==> src/rtl/priority_codec_pkg.sv <==
// Shared definitions for the priority encoder/decoder pair: default widths,
// FSM state encoding and the hold-length helper.
package priority_codec_pkg;

    localparam int IDX_W_DEF = 4;
    localparam int OUT_W_DEF = 16;

    localparam logic [1:0] ST_IDLE  = 2'd0;
    localparam logic [1:0] ST_DRIVE = 2'd1;
    localparam logic [1:0] ST_GAP   = 2'd2;

    typedef enum logic [1:0] {
        S_IDLE  = ST_IDLE,
        S_DRIVE = ST_DRIVE,
        S_GAP   = ST_GAP
    } state_t;

    // A zero hold setting still produces a one-cycle strobe.
    function automatic int unsigned hold_len(input int unsigned cfg);
        return (cfg == 0) ? 1 : cfg;
    endfunction

endpackage

==> src/rtl/sync_fifo.sv <==
// Single-clock FIFO; pop data is the head entry, valid whenever not empty.
// Push ignored while full and pop ignored while empty; full/empty derive from a registered count.
module sync_fifo #(
    parameter int WIDTH = 4,
    parameter int DEPTH = 4
) (
    input  logic                     clk,
    input  logic                     rst,
    input  logic                     i_push,
    input  logic [WIDTH-1:0]         i_push_dat,
    input  logic                     i_pop,
    output logic [WIDTH-1:0]         o_pop_dat,
    output logic                     o_full,
    output logic                     o_empty,
    output logic [$clog2(DEPTH):0]   o_count
);
    localparam int PTR_W = $clog2(DEPTH);

    logic [WIDTH-1:0] r_mem [DEPTH];
    logic [PTR_W-1:0] r_wr_ptr;
    logic [PTR_W-1:0] r_rd_ptr;
    logic [PTR_W:0]   r_count;
    logic             w_push;
    logic             w_pop;

    assign o_full    = (r_count == (PTR_W + 1)'(DEPTH));
    assign o_empty   = (r_count == '0);
    assign o_count   = r_count;
    assign o_pop_dat = r_mem[r_rd_ptr];
    assign w_push    = i_push && !o_full;
    assign w_pop     = i_pop && !o_empty;

    always_ff @(posedge clk) begin
        if (rst) begin
            r_wr_ptr <= '0;
            r_rd_ptr <= '0;
            r_count  <= '0;
        end else begin
            if (w_push) begin
                r_mem[r_wr_ptr] <= i_push_dat;
                r_wr_ptr        <= r_wr_ptr + PTR_W'(1);
            end
            if (w_pop) begin
                r_rd_ptr <= r_rd_ptr + PTR_W'(1);
            end
            case ({w_push, w_pop})
                2'b10:   r_count <= r_count + (PTR_W + 1)'(1);
                2'b01:   r_count <= r_count - (PTR_W + 1)'(1);
                default: r_count <= r_count;
            endcase
        end
    end

endmodule

==> src/rtl/priority_decoder_seq.sv <==
// Replays queued channel indices as one-hot strobes held H cycles plus one idle gap (period H+1).
// First strobe appears the cycle after the pop edge; in_ready drops while the FIFO is full.
module priority_decoder_seq
    import priority_codec_pkg::*;
#(
    parameter int IDX_W  = IDX_W_DEF,
    parameter int OUT_W  = OUT_W_DEF,
    parameter int DEPTH  = 4,
    parameter int HOLD_W = 4
) (
    input  logic              clk,
    input  logic              rst,
    input  logic              in_valid,
    output logic              in_ready,
    input  logic [IDX_W-1:0]  in_idx,
    input  logic [HOLD_W-1:0] hold_cfg,
    output logic [OUT_W-1:0]  onehot_out,
    output logic [IDX_W-1:0]  idx_out,
    output logic              busy,
    output logic              err
);
    localparam int CNT_W = $clog2(DEPTH) + 1;

    state_t            r_state;
    logic [HOLD_W-1:0] r_hold;
    logic [OUT_W-1:0]  r_onehot;
    logic [IDX_W-1:0]  r_idx;
    logic              r_err;

    logic              w_full;
    logic              w_empty;
    logic              w_push;
    logic              w_pop;
    logic              w_bad_idx;
    logic [IDX_W-1:0]  w_pop_dat;
    logic [CNT_W-1:0]  w_count;

    assign w_push    = in_valid && !w_full;
    assign w_pop     = !w_empty && (r_state != S_DRIVE);
    assign w_bad_idx = (32'(w_pop_dat) >= OUT_W);

    sync_fifo #(
        .WIDTH (IDX_W),
        .DEPTH (DEPTH)
    ) u_fifo (
        .clk        (clk),
        .rst        (rst),
        .i_push     (w_push),
        .i_push_dat (in_idx),
        .i_pop      (w_pop),
        .o_pop_dat  (w_pop_dat),
        .o_full     (w_full),
        .o_empty    (w_empty),
        .o_count    (w_count)
    );

    always_ff @(posedge clk) begin
        if (rst) begin
            r_state  <= S_IDLE;
            r_hold   <= '0;
            r_onehot <= '0;
            r_idx    <= '0;
            r_err    <= 1'b0;
        end else begin
            case (r_state)
                S_DRIVE: begin
                    if (r_hold == '0) begin
                        r_state  <= S_GAP;
                        r_onehot <= '0;
                        r_idx    <= '0;
                    end else begin
                        r_hold <= r_hold - HOLD_W'(1);
                    end
                end
                default: begin
                    r_onehot <= '0;
                    r_idx    <= '0;
                    if (!w_pop) begin
                        r_state <= S_IDLE;
                    end else if (w_bad_idx) begin
                        // Unmappable index is consumed silently apart from the sticky flag.
                        r_err   <= 1'b1;
                        r_state <= S_GAP;
                    end else begin
                        r_state  <= S_DRIVE;
                        r_onehot <= OUT_W'(1) << w_pop_dat;
                        r_idx    <= w_pop_dat;
                        r_hold   <= HOLD_W'(hold_len(32'(hold_cfg)) - 32'd1);
                    end
                end
            endcase
        end
    end

    assign in_ready   = !w_full;
    assign onehot_out = r_onehot;
    assign idx_out    = r_idx;
    assign busy       = (r_state != S_IDLE) || (w_count != '0);
    assign err        = r_err;

endmodule

==> config.mk <==
export PLATFORM = sky130hd
export DESIGN_NAME = priority_decoder_seq
export DESIGN_NICKNAME = d
export VERILOG_FILES = /design/src/rtl/priority_codec_pkg.sv /design/src/rtl/sync_fifo.sv /design/src/rtl/priority_decoder_seq.sv
export SDC_FILE = /design/constraint.sdc
export NUM_CORES = 1
export LEC_CHECK = 0
export BUFFER_PORTS_ARGS = -buffer_cell sky130_fd_sc_hd__clkbuf_2
export CORE_ASPECT_RATIO = 0.9
export CORE_MARGIN = 3
export CORE_UTILIZATION = 55
export DETAILED_ROUTE_END_ITERATION = 8
export PLACE_DENSITY = 0.78
export SETUP_SLACK_MARGIN = 0.4
export SYNTH_ARGS = -nofsm -noshare
export SYNTH_HDL_FRONTEND = slang
export SYNTH_SLANG_ARGS = --single-unit
export TNS_END_PERCENT = 20
==> constraint.sdc <==
create_clock -name clk -period 2.8 [get_ports clk]
set_input_delay 0.28 -clock clk [delete_from_list [all_inputs] [get_ports clk]]
set_output_delay 0.28 -clock clk [all_outputs]
set_load 0.02 [all_outputs]
[After elaboration in Yosys (flattened, before gate mapping)]
Memory sizes are Yosys's and may differ from the RTL's. A register that Yosys moved wholly into a read port is not among the register bits.
Cells that the tools add are included.
Storage, ports and cells
  bits in registers: 33
  word-level logic and storage cells: 56
  memories kept: 1
  bits in writable memories: 16
Memories
  u_fifo.r_mem: words 4, width 4, rd ports 1, clocked after Yosys merged registers in 1, wr ports 1, RTL line sync_fifo.sv:19  | logic [WIDTH-1:0] r_mem [DEPTH];
Operators by class
  equality and inequality tests: 7
  reduce and logical (&&, ||, !) cells: 15
  muxes and demuxes: 19
  $add $sub $neg: 6
  shift operators: 1
Operator list (number)
  $mux W16: 3
  $mux W4: 7
  $shl A1 B4 Y16 const A: 1
  $logic_not A4 Y1: 2
  $mux W2: 4
  $sub A4 B1 Y4 const B: 2
  $pmux W3 S2: 1
  $reduce_bool A2 Y1: 3
  $add A2 B1 Y2 const B: 2
  $eq A2 B1 Y1 const B: 2
  $logic_and A1 B1 Y1: 4
  $mux W1: 4
  $ne A2 B2 Y1 const B: 2
  $add A3 B1 Y3 const B: 1
  $eq A3 B3 Y1 const B: 1
  $logic_not A3 Y1: 1
  $reduce_bool A3 Y1: 1
  $sub A3 B1 Y3 const B: 1
  $eq A2 B2 Y1 const B: 1
  $logic_not A1 Y1: 2
  $ne A2 B1 Y1 const B: 1
  $reduce_and A2 Y1: 1
  $logic_or A1 B1 Y1: 1

[Logic depth before layout (Yosys ltp)]
Gate-level depths: netlist (run 1).
  depth in word-level cells: 7
  depth in mapped cells: 9

[Modules after synthesis]
A second synthesis (run 1) with hierarchy kept.
Unflattened totals
  cells, all modules: 225
  area, all modules: 2293.4 µm²
Modules (own cells, without submodules)
  priority_decoder_seq: cells each 151, instances 1, area an instance 1232.4 µm²
  sync_fifo: cells each 74, instances 1, area an instance 1061.0 µm²

[Worst setup path after synthesis (run 1)]
No wires, ideal clock.
  path kind: register to register
  start point: reg u_fifo.r_count[2] (netlist: u_fifo.o_count[2])
  end point: reg u_fifo.r_count[2] (netlist: u_fifo.o_count[2])
  arrival time: 2.261 ns
  path slack: 0.468 ns
  buffers on the path: 0
  clock period less this slack: 2.332 ns
  required time: 2.729 ns
  cell stages (with the launch flop): 9
  setup time: 0.071 ns
  path through: dfxtp_1 -> or3b_2 -> nand2_1 -> ha_1 -> inv_1 -> fa_1 -> xor2_1 -> or3_1 -> a21oi_1
On the way
  word-level cells in the longest chain between the ends: 6
  elaborated cells between the ends (all ways): 14
Ends and longest elaborated chain
  from (decl): RTL line sync_fifo.sv:22  | logic [PTR_W:0] r_count;
  from (signal assigned): RTL line sync_fifo.sv:47  | 2'b10: r_count <= r_count + (PTR_W + 1)'(1);
  from (signal assigned): RTL line sync_fifo.sv:48  | 2'b01: r_count <= r_count - (PTR_W + 1)'(1);
  from (signal assigned): RTL line sync_fifo.sv:49  | default: r_count <= r_count;
  $eq A3 B3 Y1 (*): RTL line sync_fifo.sv:26  | assign o_full = (r_count == (PTR_W + 1)'(DEPTH));
  $logic_not A1 Y1 (*)
  via in_ready: RTL line priority_decoder_seq.sv:14  | output logic in_ready,
  $logic_and A1 B1 Y1: RTL line priority_decoder_seq.sv:38  | assign w_push = in_valid && !w_full;
  $logic_and A1 B1 Y1 (*): RTL line sync_fifo.sv:30  | assign w_push = i_push && !o_full;
  $eq A2 B1 Y1 or $eq A2 B2 Y1 (tied branches): RTL line sync_fifo.sv:46  | case ({w_push, w_pop})
  $pmux W3 S2 or $reduce_bool A2 Y1 (tied branches)
Mark *: on every way through the listed nets, which the timed path passes. The rest lies on a longest branch.
A chain may end at the register's enable or synchronous reset.

[Worst setup path in the final report (run 1)]
  start point: reg u_fifo.r_count[2] (netlist: u_fifo.o_count[2])
  end point: reg u_fifo.r_count[2] (netlist: u_fifo.o_count[2])
On the way
  word-level cells in the longest chain between the ends: 6
  elaborated cells between the ends (all ways): 14
Ends and longest elaborated chain (RTL line)
  $eq A3 B3 Y1 or $logic_not A3 Y1 (tied branches): sync_fifo.sv:26, sync_fifo.sv:27
  $logic_not A1 Y1, on equally long branches
  $logic_and A1 B1 Y1, on equally long branches: priority_decoder_seq.sv:38, priority_decoder_seq.sv:39
  $logic_and A1 B1 Y1, on equally long branches: sync_fifo.sv:30, sync_fifo.sv:31
  $eq A2 B1 Y1 or $eq A2 B2 Y1 (tied branches): sync_fifo.sv:46
  $pmux W3 S2 or $reduce_bool A2 Y1 (tied branches)
Several ways; a longest one is shown, not always the timed one.

==> reports/metrics.json, run 1 <==
{
  "synth": {
    "synth_top_cell_area_share_pct": 33.5,
    "synthMostInstantiatedCell": "sky130_fd_sc_hd__dfxtp_1",
    "synth_cell_type_count": 41,
    "synth.yosys.warnings": 0,
    "fraction_of_synthesis_flops_using_an_asynchronous_set_or_reset_pin_pct": 0,
    "synth_top_family_by_area": "simple AND/OR/NAND/NOR gates",
    "syn_inst": 173,
    "postSynthNetCount": 191,
    "synthSimpleGateAreaFrac_pct": 16.8,
    "post_synth_instance_area_um2": 2090,
    "synth_enable_flop_cells": 16,
    "synth_mux_area_share_pct": 5.74,
    "synth_xor_area_share_pct": 2.09,
    "yosys-top-cells-count": "35 x sky130_fd_sc_hd__dfxtp_1, 19 x sky130_fd_sc_hd__nor2_1, 16 x sky130_fd_sc_hd__edfxtp_1",
    "synth_flop_cell": "sky130_fd_sc_hd__dfxtp_1",
    "synth_adder_area_share_pct": 4.54,
    "yosys-top-cells-area": "sky130_fd_sc_hd__dfxtp_1 33%, sky130_fd_sc_hd__edfxtp_1 23%, sky130_fd_sc_hd__a22o_1 5.4%",
    "post_synthesis_compound_gate_area_fraction_pct": 11.5,
    "yosys_register_bits": 51,
    "synth_largest_area_cell": "sky130_fd_sc_hd__dfxtp_1",
    "synth.yosys.seq_area_share_pct": 56.4,
    "average_footprint_of_a_synthesized_cell_um2": 12.1
  },
  "sta": {
    "timing.final.hold_violations": 0,
    "tns_ns": 0,
    "worst_slew_pin_slew_ns": 0.821,
    "slew_violations": 0,
    "final_min_period_over_clock_period_pct": 82.3,
    "final.min_clock_period_ns": 2.30,
    "timing.final.setup_violations": 0,
    "worst_slack_ns": 0.496,
    "holdWs_ns": 0.197,
    "rsz0062_at_grt": "no",
    "remaining_max_slew_budget_at_the_tightest_pin_pct": 45.0,
    "maxClockFrequency_ghz": 0.434,
    "clock-skew-final_ns": 0.00859
  },
  "routing": {
    "detail_route.vias_per_cell": 5.65,
    "iter_0_drt_violations": 74,
    "detail_route.wirelength_um": 3900,
    "post_drt_wl_per_cell_um": 15.4,
    "final_antenna_net_count": 0,
    "drt_pass1_iterations": 4,
    "drc": 0,
    "via_count": 1429
  },
  "setup_path": {
    "worst_setup_path_startpoint": "u_fifo.o_count[2]",
    "crit_path_start_kind": "flop",
    "critical_path.reg2reg.endpoint": "u_fifo.o_count[2]",
    "critical_path_capture_point_type": "flop",
    "path_max_fanout": 5,
    "ff2ff_setup_slack_ns": 0.50,
    "ff2ff_path_depth": 8,
    "cp.required_ns": 3.03,
    "worstSetupPathType": "flop to flop",
    "r2r-start": "u_fifo.o_count[2]",
    "arrival_worst_endpoint_ns": 2.53,
    "cp-endpoint": "u_fifo.o_count[2]"
  },
  "cells_and_area": {
    "post_route_cells_drive_above_1_share_pct": 28.7,
    "seqCellArea_um2": 1180,
    "non_filler_instances": 253,
    "postLayoutCellArea_um2": 2400,
    "final.fill_count": 278,
    "flow.area_growth_from_synthesis_pct": 14.7,
    "num_antenna_cells": 0,
    "fin_util_pct": 68.5,
    "final_net_count": 226,
    "multi_input_area_um2": 857
  },
  "placement": {
    "finalWeightedCongestion": 0.786,
    "place.port_buffers": 32,
    "dpl_cell_area_um2": 2290,
    "place_worst_setup_slack_ns": 0.463,
    "place.detailed.hpwl_um": 2920,
    "number_of_cells_after_detailed_placement": 245
  },
  "job": {
    "drv.max_cap_violation_count": 0
  },
  "grt": {
    "grt_pass1_wl_um": 6520,
    "grt-ovfl-total": 0,
    "number_of_global_route_vias_before_repair": 1436,
    "grt_max_degree": 24,
    "track_usage_pct": 18.6,
    "antenna_found_initial": 0
  },
  "die": {
    "core-area_um2": 3500,
    "initial_core_util_pct": 59.8,
    "floorplan.rows": 20,
    "area_of_the_die_um2": 4580,
    "die_height_um": 64.5,
    "floorplan.die.width_um": 71.0,
    "top_level_i_o_count": 34
  },
  "cts": {
    "cts-htree-levels": 2,
    "clock_tree_from_tritoncts": "done",
    "cts_max_path_buffers": 2,
    "post-cts-setup-buffer-count": 0,
    "clock_pin_slew_on_the_worst_setup_and_hold_paths_ns": 0.09,
    "clkLatencyLatePin_ns": 0.31,
    "cts_inserted_buffers": 5,
    "buffer_type_at_the_clock_tree_root": "sky130_fd_sc_hd__clkbuf_8",
    "tritoncts_num_sinks": 51
  },
  "outcome": {
    "status": "completed"
  },
  "power_and_ir_drop": {
    "design_power_total_mw": 2.40,
    "power.ir.vdd_worst_uv": 611,
    "powerDensity_nw_per_um2": 999,
    "total_leakage_power_nw": 0.949
  },
  "worst_hold_path": {
    "min_path_type": "primary input to flop"
  }
}
-- area by class of cell --
| cell class | count | area share (%) |
|---|---|---|
| flip-flops and latches | 51 | 49.3 |
| multi-input cells | 110 | 35.7 |
| repair buffers | 34 | 7.30 |
| clock buffers | 6 | 3.91 |
| well taps | 44 | 2.29 |
| inverters | 6 | 0.938 |
| clock inverters | 2 | 0.573 |
-- worst min-delay path by stage --
stage,startpoint,end,slack [ns],cells after the start
floorplan,in_idx[0],u_fifo.r_mem[0][0],0.38,0
global placement,onehot_out[15],onehot_out[15],0.44,2
detailed placement,onehot_out[14],onehot_out[14],0.46,2
CTS,in_idx[2],u_fifo.r_mem[3][2],0.18,1
global route,in_idx[1],u_fifo.r_mem[1][1],0.19,1
finish,in_idx[2],u_fifo.r_mem[3][2],0.20,1
-- critical path: stages, from the launching register on --
cell,delay (ns)
sky130_fd_sc_hd__dfxtp_2,0.39
sky130_fd_sc_hd__or3b_2,0.49
sky130_fd_sc_hd__nand2_2,0.12
sky130_fd_sc_hd__ha_1,0.18
sky130_fd_sc_hd__inv_1,0.06
sky130_fd_sc_hd__fa_1,0.37
sky130_fd_sc_hd__xor2_1,0.16
sky130_fd_sc_hd__or3_1,0.30
sky130_fd_sc_hd__a21oi_1,0.16
-- cells by family after synthesis --
logic type,Yosys count
xor gates and xnor gates,5
muxes,7
adders and majority gates,7
AOI/OAI and AO/OA,31
other,1
and+or+nand+nor,59
DFF,51
buffers and inverters,12
-- cell usage in the layout, fill, tap and decap left out, types with 2 or more instances in the layout --
cell / synthesis / routed
sky130_fd_sc_hd__a21oi_1: 5 / 5
sky130_fd_sc_hd__a22o_1: 13 / 13
sky130_fd_sc_hd__a22oi_1: 3 / 3
sky130_fd_sc_hd__and2_1: 4 / 4
sky130_fd_sc_hd__buf_4: 1 / 2
sky130_fd_sc_hd__clkbuf_2: 0 / 32
sky130_fd_sc_hd__clkbuf_8: 0 / 5
sky130_fd_sc_hd__dfxtp_1: 35 / 33
sky130_fd_sc_hd__dfxtp_2: 0 / 2
sky130_fd_sc_hd__edfxtp_1: 16 / 16
sky130_fd_sc_hd__ha_1: 6 / 6
sky130_fd_sc_hd__inv_1: 6 / 6
sky130_fd_sc_hd__mux2i_1: 3 / 3
sky130_fd_sc_hd__mux4_2: 4 / 4
sky130_fd_sc_hd__nand2_1: 9 / 8
sky130_fd_sc_hd__nand2b_1: 2 / 2
sky130_fd_sc_hd__nand3_1: 4 / 4
sky130_fd_sc_hd__nor2_1: 19 / 19
sky130_fd_sc_hd__nor2b_1: 2 / 2
sky130_fd_sc_hd__nor3_1: 4 / 4
sky130_fd_sc_hd__nor3_2: 2 / 2
sky130_fd_sc_hd__o21ai_0: 3 / 3
sky130_fd_sc_hd__o31ai_1: 3 / 3
sky130_fd_sc_hd__or3_1: 3 / 3
sky130_fd_sc_hd__or3b_2: 2 / 2
sky130_fd_sc_hd__xnor2_1: 2 / 2
sky130_fd_sc_hd__xor2_1: 3 / 3
-- repair_timing --
action,CTS,global route
setup endpoints to repair,0,1
hold buffers,0,0
gates resized for setup,0,3
-- per-layer routing --
layer	track usage, %	wire length, um
met1	22.5	1690
met2	30.2	1870
met3	4.96	242
met4	9.86	100
met5	0	0
-- flip-flops by register name, indices dropped and copies added, names as in the netlist, named ones only --
signal,flops
r_state,2
r_hold,4
u_fifo.r_wr_ptr,2
u_fifo.o_count,3
u_fifo.r_mem,16
u_fifo.r_rd_ptr,2
onehot_out,16
idx_out,4
-- power by group --
group,internal (mW),switching [mW]
Clock,0.230,0.241
Combinational,0.371,0.561
Sequential,0.884,0.111
Note: power is estimated with default switching activity, not from simulation.
==> run 2, diff against run 1 <==
Settings changed: ABC_AREA set to 1, CORE_UTILIZATION 55 to 51, PLACE_DENSITY 0.78 to 0.75.
Clock period 2.8 ns to 2.1 ns, I/O delays scaled along.
==> run 2 against run 1 <==
  * Utilization is 4.6 points lower
  * Combinational power is 120% higher
  * Final cell count rose by 53%
  * Non-clock buffer count rose by 12
  * Sequential share of layout area shrank 7.9 points
  * Total power is 66% higher
  * Critical path type unchanged
  * Largest cell class unchanged
  * Largest power group is now combinational logic
  * Highest routed layer unchanged
==> reports/metrics.json, run 2 <==
{
  "outcome": {
    "status": "completed"
  },
  "cells_and_area": {
    "layout_common_cells": "46 x sky130_fd_sc_hd__nand2_1, 36 x sky130_fd_sc_hd__nand3_1, 32 x sky130_fd_sc_hd__dfxtp_1, 32 x sky130_fd_sc_hd__clkbuf_2, 28 x sky130_fd_sc_hd__a21oi_1",
    "num_antenna_cells": {"value": 0, "change": "unchanged"},
    "layout.cells.most_common": "sky130_fd_sc_hd__nand2_1",
    "non_filler_instances": {"value": 388, "change": "+53%"},
    "final_net_count": {"value": 343, "change": "+52%"},
    "post_route_cells_drive_above_1_share": {"value": 31.0, "unit": "%", "change": "+2.3 points"},
    "postLayoutCellArea": {"value": 2870, "unit": "um2", "change": "+19%"},
    "flow.area_growth_from_synthesis_pct": 19.3
  },
  "die": {
    "area_of_the_die": {"value": 5580, "unit": "um2", "change": "+22%"},
    "floorplan.rows": {"value": 23, "change": "+15%"},
    "core-area": {"value": 4490, "unit": "um2", "change": "+28%"},
    "initial_core_util": {"value": 53.6, "unit": "%", "change": "-6.2 points"},
    "top_level_i_o_count": {"value": 34, "change": "unchanged"},
    "floorplan.die.width": {"value": 78.4, "unit": "um", "change": "+10%"},
    "die_height": {"value": 71.1, "unit": "um", "change": "+10%"}
  },
  "synth": {
    "synth_flop_cell": "sky130_fd_sc_hd__dfxtp_1",
    "synth.yosys.seq_area_share": {"value": 49.1, "unit": "%", "change": "-7.3 points"},
    "synthMostInstantiatedCell": "sky130_fd_sc_hd__nand2_1",
    "synth_top_cell_area_share": {"value": 29.1, "unit": "%", "change": "-4.3 points"},
    "syn_inst": {"value": 281, "change": "+62%"},
    "yosys-top-cells-area": "sky130_fd_sc_hd__dfxtp_1 29%, sky130_fd_sc_hd__edfxtp_1 20%, sky130_fd_sc_hd__nand3_1 7.7%",
    "average_footprint_of_a_synthesized_cell": {"value": 8.56, "unit": "um2", "change": "-29%"},
    "yosys-top-cells-count": "47 x sky130_fd_sc_hd__nand2_1, 37 x sky130_fd_sc_hd__nand3_1, 35 x sky130_fd_sc_hd__dfxtp_1",
    "synth_largest_area_cell": "sky130_fd_sc_hd__dfxtp_1",
    "synth_cell_type_count": {"value": 26, "change": "-37%"},
    "postSynthNetCount": {"value": 299, "change": "+57%"},
    "post_synth_instance_area": {"value": 2400, "unit": "um2", "change": "+15%"},
    "synth.yosys.warnings": {"value": 0, "change": "unchanged"},
    "synth_enable_flop_cells": {"value": 16, "change": "unchanged"},
    "fraction_of_synthesis_flops_using_an_asynchronous_set_or_reset_pin": {"value": 0, "unit": "%", "change": "unchanged"},
    "yosys_register_bits": {"value": 51, "change": "unchanged"}
  },
  "setup_path": {
    "crit_slowest_cell": "sky130_fd_sc_hd__fa_2",
    "crit_path_start_kind": "flop",
    "cp.required": {"value": 2.30, "unit": "ns", "change": "-0.73 ns"},
    "worstSetupPathType": "flop to flop",
    "path_max_fanout": {"value": 3, "change": "-2"},
    "worst_setup_path_startpoint": "u_fifo.o_count[2]",
    "largest_stage_delay_on_the_critical_path": {"value": 0.38, "unit": "ns", "change": "-0.11 ns"},
    "arrival_worst_endpoint": {"value": 1.91, "unit": "ns", "change": "-0.62 ns"},
    "critical_path_capture_point_type": "flop",
    "path_buf_inv": {"value": 3, "change": "+2"},
    "critical-path-top-delay-family": "adder cells",
    "r2r-start": "u_fifo.o_count[2]",
    "worstPathCellList": "inv_2, nand3_4, nand2_4, clkinv_4, ha_4, inv_2, fa_2, a21oi_2, o21ai_2, o21ai_1, a21oi_1",
    "crit_top_cell": "sky130_fd_sc_hd__inv_2"
  },
  "sta": {
    "tns": {"value": 0, "unit": "ns", "change": "unchanged"},
    "final.min_clock_period": {"value": 1.71, "unit": "ns", "change": "-0.596 ns"},
    "timing.final.hold_violations": {"value": 0, "change": "unchanged"},
    "timing.final.setup_violations": {"value": 0, "change": "unchanged"},
    "maxClockFrequency": {"value": 0.585, "unit": "GHz", "change": "+35%"},
    "slew_violations": {"value": 0, "change": "unchanged"},
    "rsz0062_at_grt": "yes",
    "clock-skew-final": {"value": 0.0121, "unit": "ns", "change": "+0.00347 ns"},
    "final_min_period_over_clock_period": {"value": 81.4, "unit": "%", "change": "-0.94 points"}
  },
  "cts": {
    "clock_pin_slew_on_the_worst_setup_and_hold_paths": {"value": 0.08, "unit": "ns", "change": "about the same"},
    "clock_tree_from_tritoncts": "done",
    "tritoncts_num_sinks": {"value": 51, "change": "unchanged"},
    "cts_hold_buffers": {"value": 0, "change": "unchanged"},
    "cts_max_path_buffers": {"value": 2, "change": "unchanged"},
    "buffer_type_at_the_clock_tree_root": "sky130_fd_sc_hd__clkbuf_8",
    "cts_inserted_buffers": {"value": 5, "change": "unchanged"},
    "cts-htree-levels": {"value": 2, "change": "unchanged"},
    "clkLatencyLatePin": {"value": 0.31, "unit": "ns", "change": "about the same"}
  },
  "placement": {
    "place.detailed.hpwl": {"value": 3420, "unit": "um", "change": "+17%"},
    "place.port_buffers": {"value": 32, "change": "unchanged"},
    "number_of_cells_after_detailed_placement": {"value": 370, "change": "+51%"},
    "dpl_cell_area": {"value": 2630, "unit": "um2", "change": "+15%"},
    "finalWeightedCongestion": {"value": 0.854, "change": "+8.6%"}
  },
  "routing": {
    "final_antenna_net_count": {"value": 0, "change": "unchanged"},
    "detail_route.wirelength": {"value": 5020, "unit": "um", "change": "+29%"},
    "post_drt_wl_per_cell": {"value": 12.9, "unit": "um", "change": "-16%"},
    "drt_pass1_iterations": {"value": 4, "change": "unchanged"},
    "iter_0_drt_violations": {"value": 141, "change": "+91%"},
    "via_count": {"value": 1993, "change": "+39%"},
    "detail_route.vias_per_cell": {"value": 5.14, "change": "-9.1%"},
    "drc": {"value": 0, "change": "unchanged"}
  },
  "grt": {
    "grt_max_degree": {"value": 24, "change": "unchanged"},
    "grt-ovfl-total": {"value": 0, "change": "unchanged"},
    "track_usage": {"value": 18.5, "unit": "%", "change": "-0.060 points"},
    "number_of_global_route_vias_before_repair": {"value": 1798, "change": "+25%"},
    "antenna_found_initial": {"value": 0, "change": "unchanged"},
    "grt_pass1_wl": {"value": 8090, "unit": "um", "change": "+24%"}
  },
  "power_and_ir_drop": {
    "design_power_total": {"value": 3.98, "unit": "mW", "change": "+66%"},
    "total_leakage_power": {"value": 1.20, "unit": "nW", "change": "+26%"},
    "powerDensity": {"value": 1390, "unit": "nW/um2", "change": "+39%"},
    "power.ir.vdd_worst": {"value": 731, "unit": "uV", "change": "+20%"}
  },
  "worst_hold_path": {
    "hp-start": "in_idx[3]",
    "min_path_type": "primary input to flop"
  },
  "job": {
    "drv.max_cap_violation_count": {"value": 0, "change": "unchanged"}
  }
}
==> run 2: what timing repair did <==
action / in CTS / in global routing
gates resized for setup: 5 / 14
setup buffers: 4 / 6
pin swaps: 2 / 7
setup endpoints to repair: 2 / 4
hold endpoints to repair: 0 / 0
==> run 2: path summary, 6_finish.rpt <==
path | to | slack (ns) | depth (start not counted)
hold / removal | u_fifo.r_mem[2][3] | 0.12 | 1
setup reg to reg | u_fifo.o_count[2] | 0.39 | 11
setup / recovery | u_fifo.o_count[2] | 0.39 | 11
hold reg to reg | r_hold[0] | 0.46 | 2
==> run 2: stage by stage <==
stage	setup WS (ns)	util [%]	hold slack [ns]
2_1_floorplan	0.418	-	0.279
3_3_place_gp	0.345	58.6	0.434
3_5_place_dp	0.255	58.6	0.433
4_1_cts	0.400	61.9	0.112
5_1_grt	0.297	63.9	0.117
6_report	0.392	63.9	0.125
==> run 2: layout make-up <==
type,count,area (um2)
Clock buffer,6,93.8
Clock inverter,2,13.8
Fill cell,375,1620
Inverter,31,134
Multi-Input combinational cell,190,1090
Sequential cell,51,1190
Tap cell,62,77.6
Timing Repair Buffer,46,269
==> run 2: report_power, final <==
group	internal [mW]	switching, mW
sequential	1.20	0.149
clock	0.307	0.320
combinational	0.711	1.30
==> run 2: cells by family after synthesis <==
family          synth area share (%)
compound gates                  8.90
xor+xnor                       0.364
fa+ha+maj                       3.95
buf+inv                         7.49
flops                           49.1
other cells                    0.156
simple gates                    30.0
==> run 2: worst reg2reg max path, stage by stage, from the launching register on <==
cell,delay [ns]
sky130_fd_sc_hd__dfxtp_2,0.36
sky130_fd_sc_hd__inv_2,0.07
sky130_fd_sc_hd__nand3_4,0.10
sky130_fd_sc_hd__nand2_4,0.07
sky130_fd_sc_hd__clkinv_4,0.06
sky130_fd_sc_hd__ha_4,0.12
sky130_fd_sc_hd__inv_2,0.06
sky130_fd_sc_hd__fa_2,0.38
sky130_fd_sc_hd__a21oi_2,0.15
sky130_fd_sc_hd__o21ai_2,0.07
sky130_fd_sc_hd__o21ai_1,0.12
sky130_fd_sc_hd__a21oi_1,0.05
==> run 2: layer usage <==
metal  wire (um)  track usage [%]  part of all wire (%)  vias up
met1        2170             24.4                    43      918
met2        2450             29.1                    49       61
met3         292             4.45                   5.8       10
met5           0                0                     0        -
met4          95             8.16                   1.9        0
li1            -                -                     -     1004
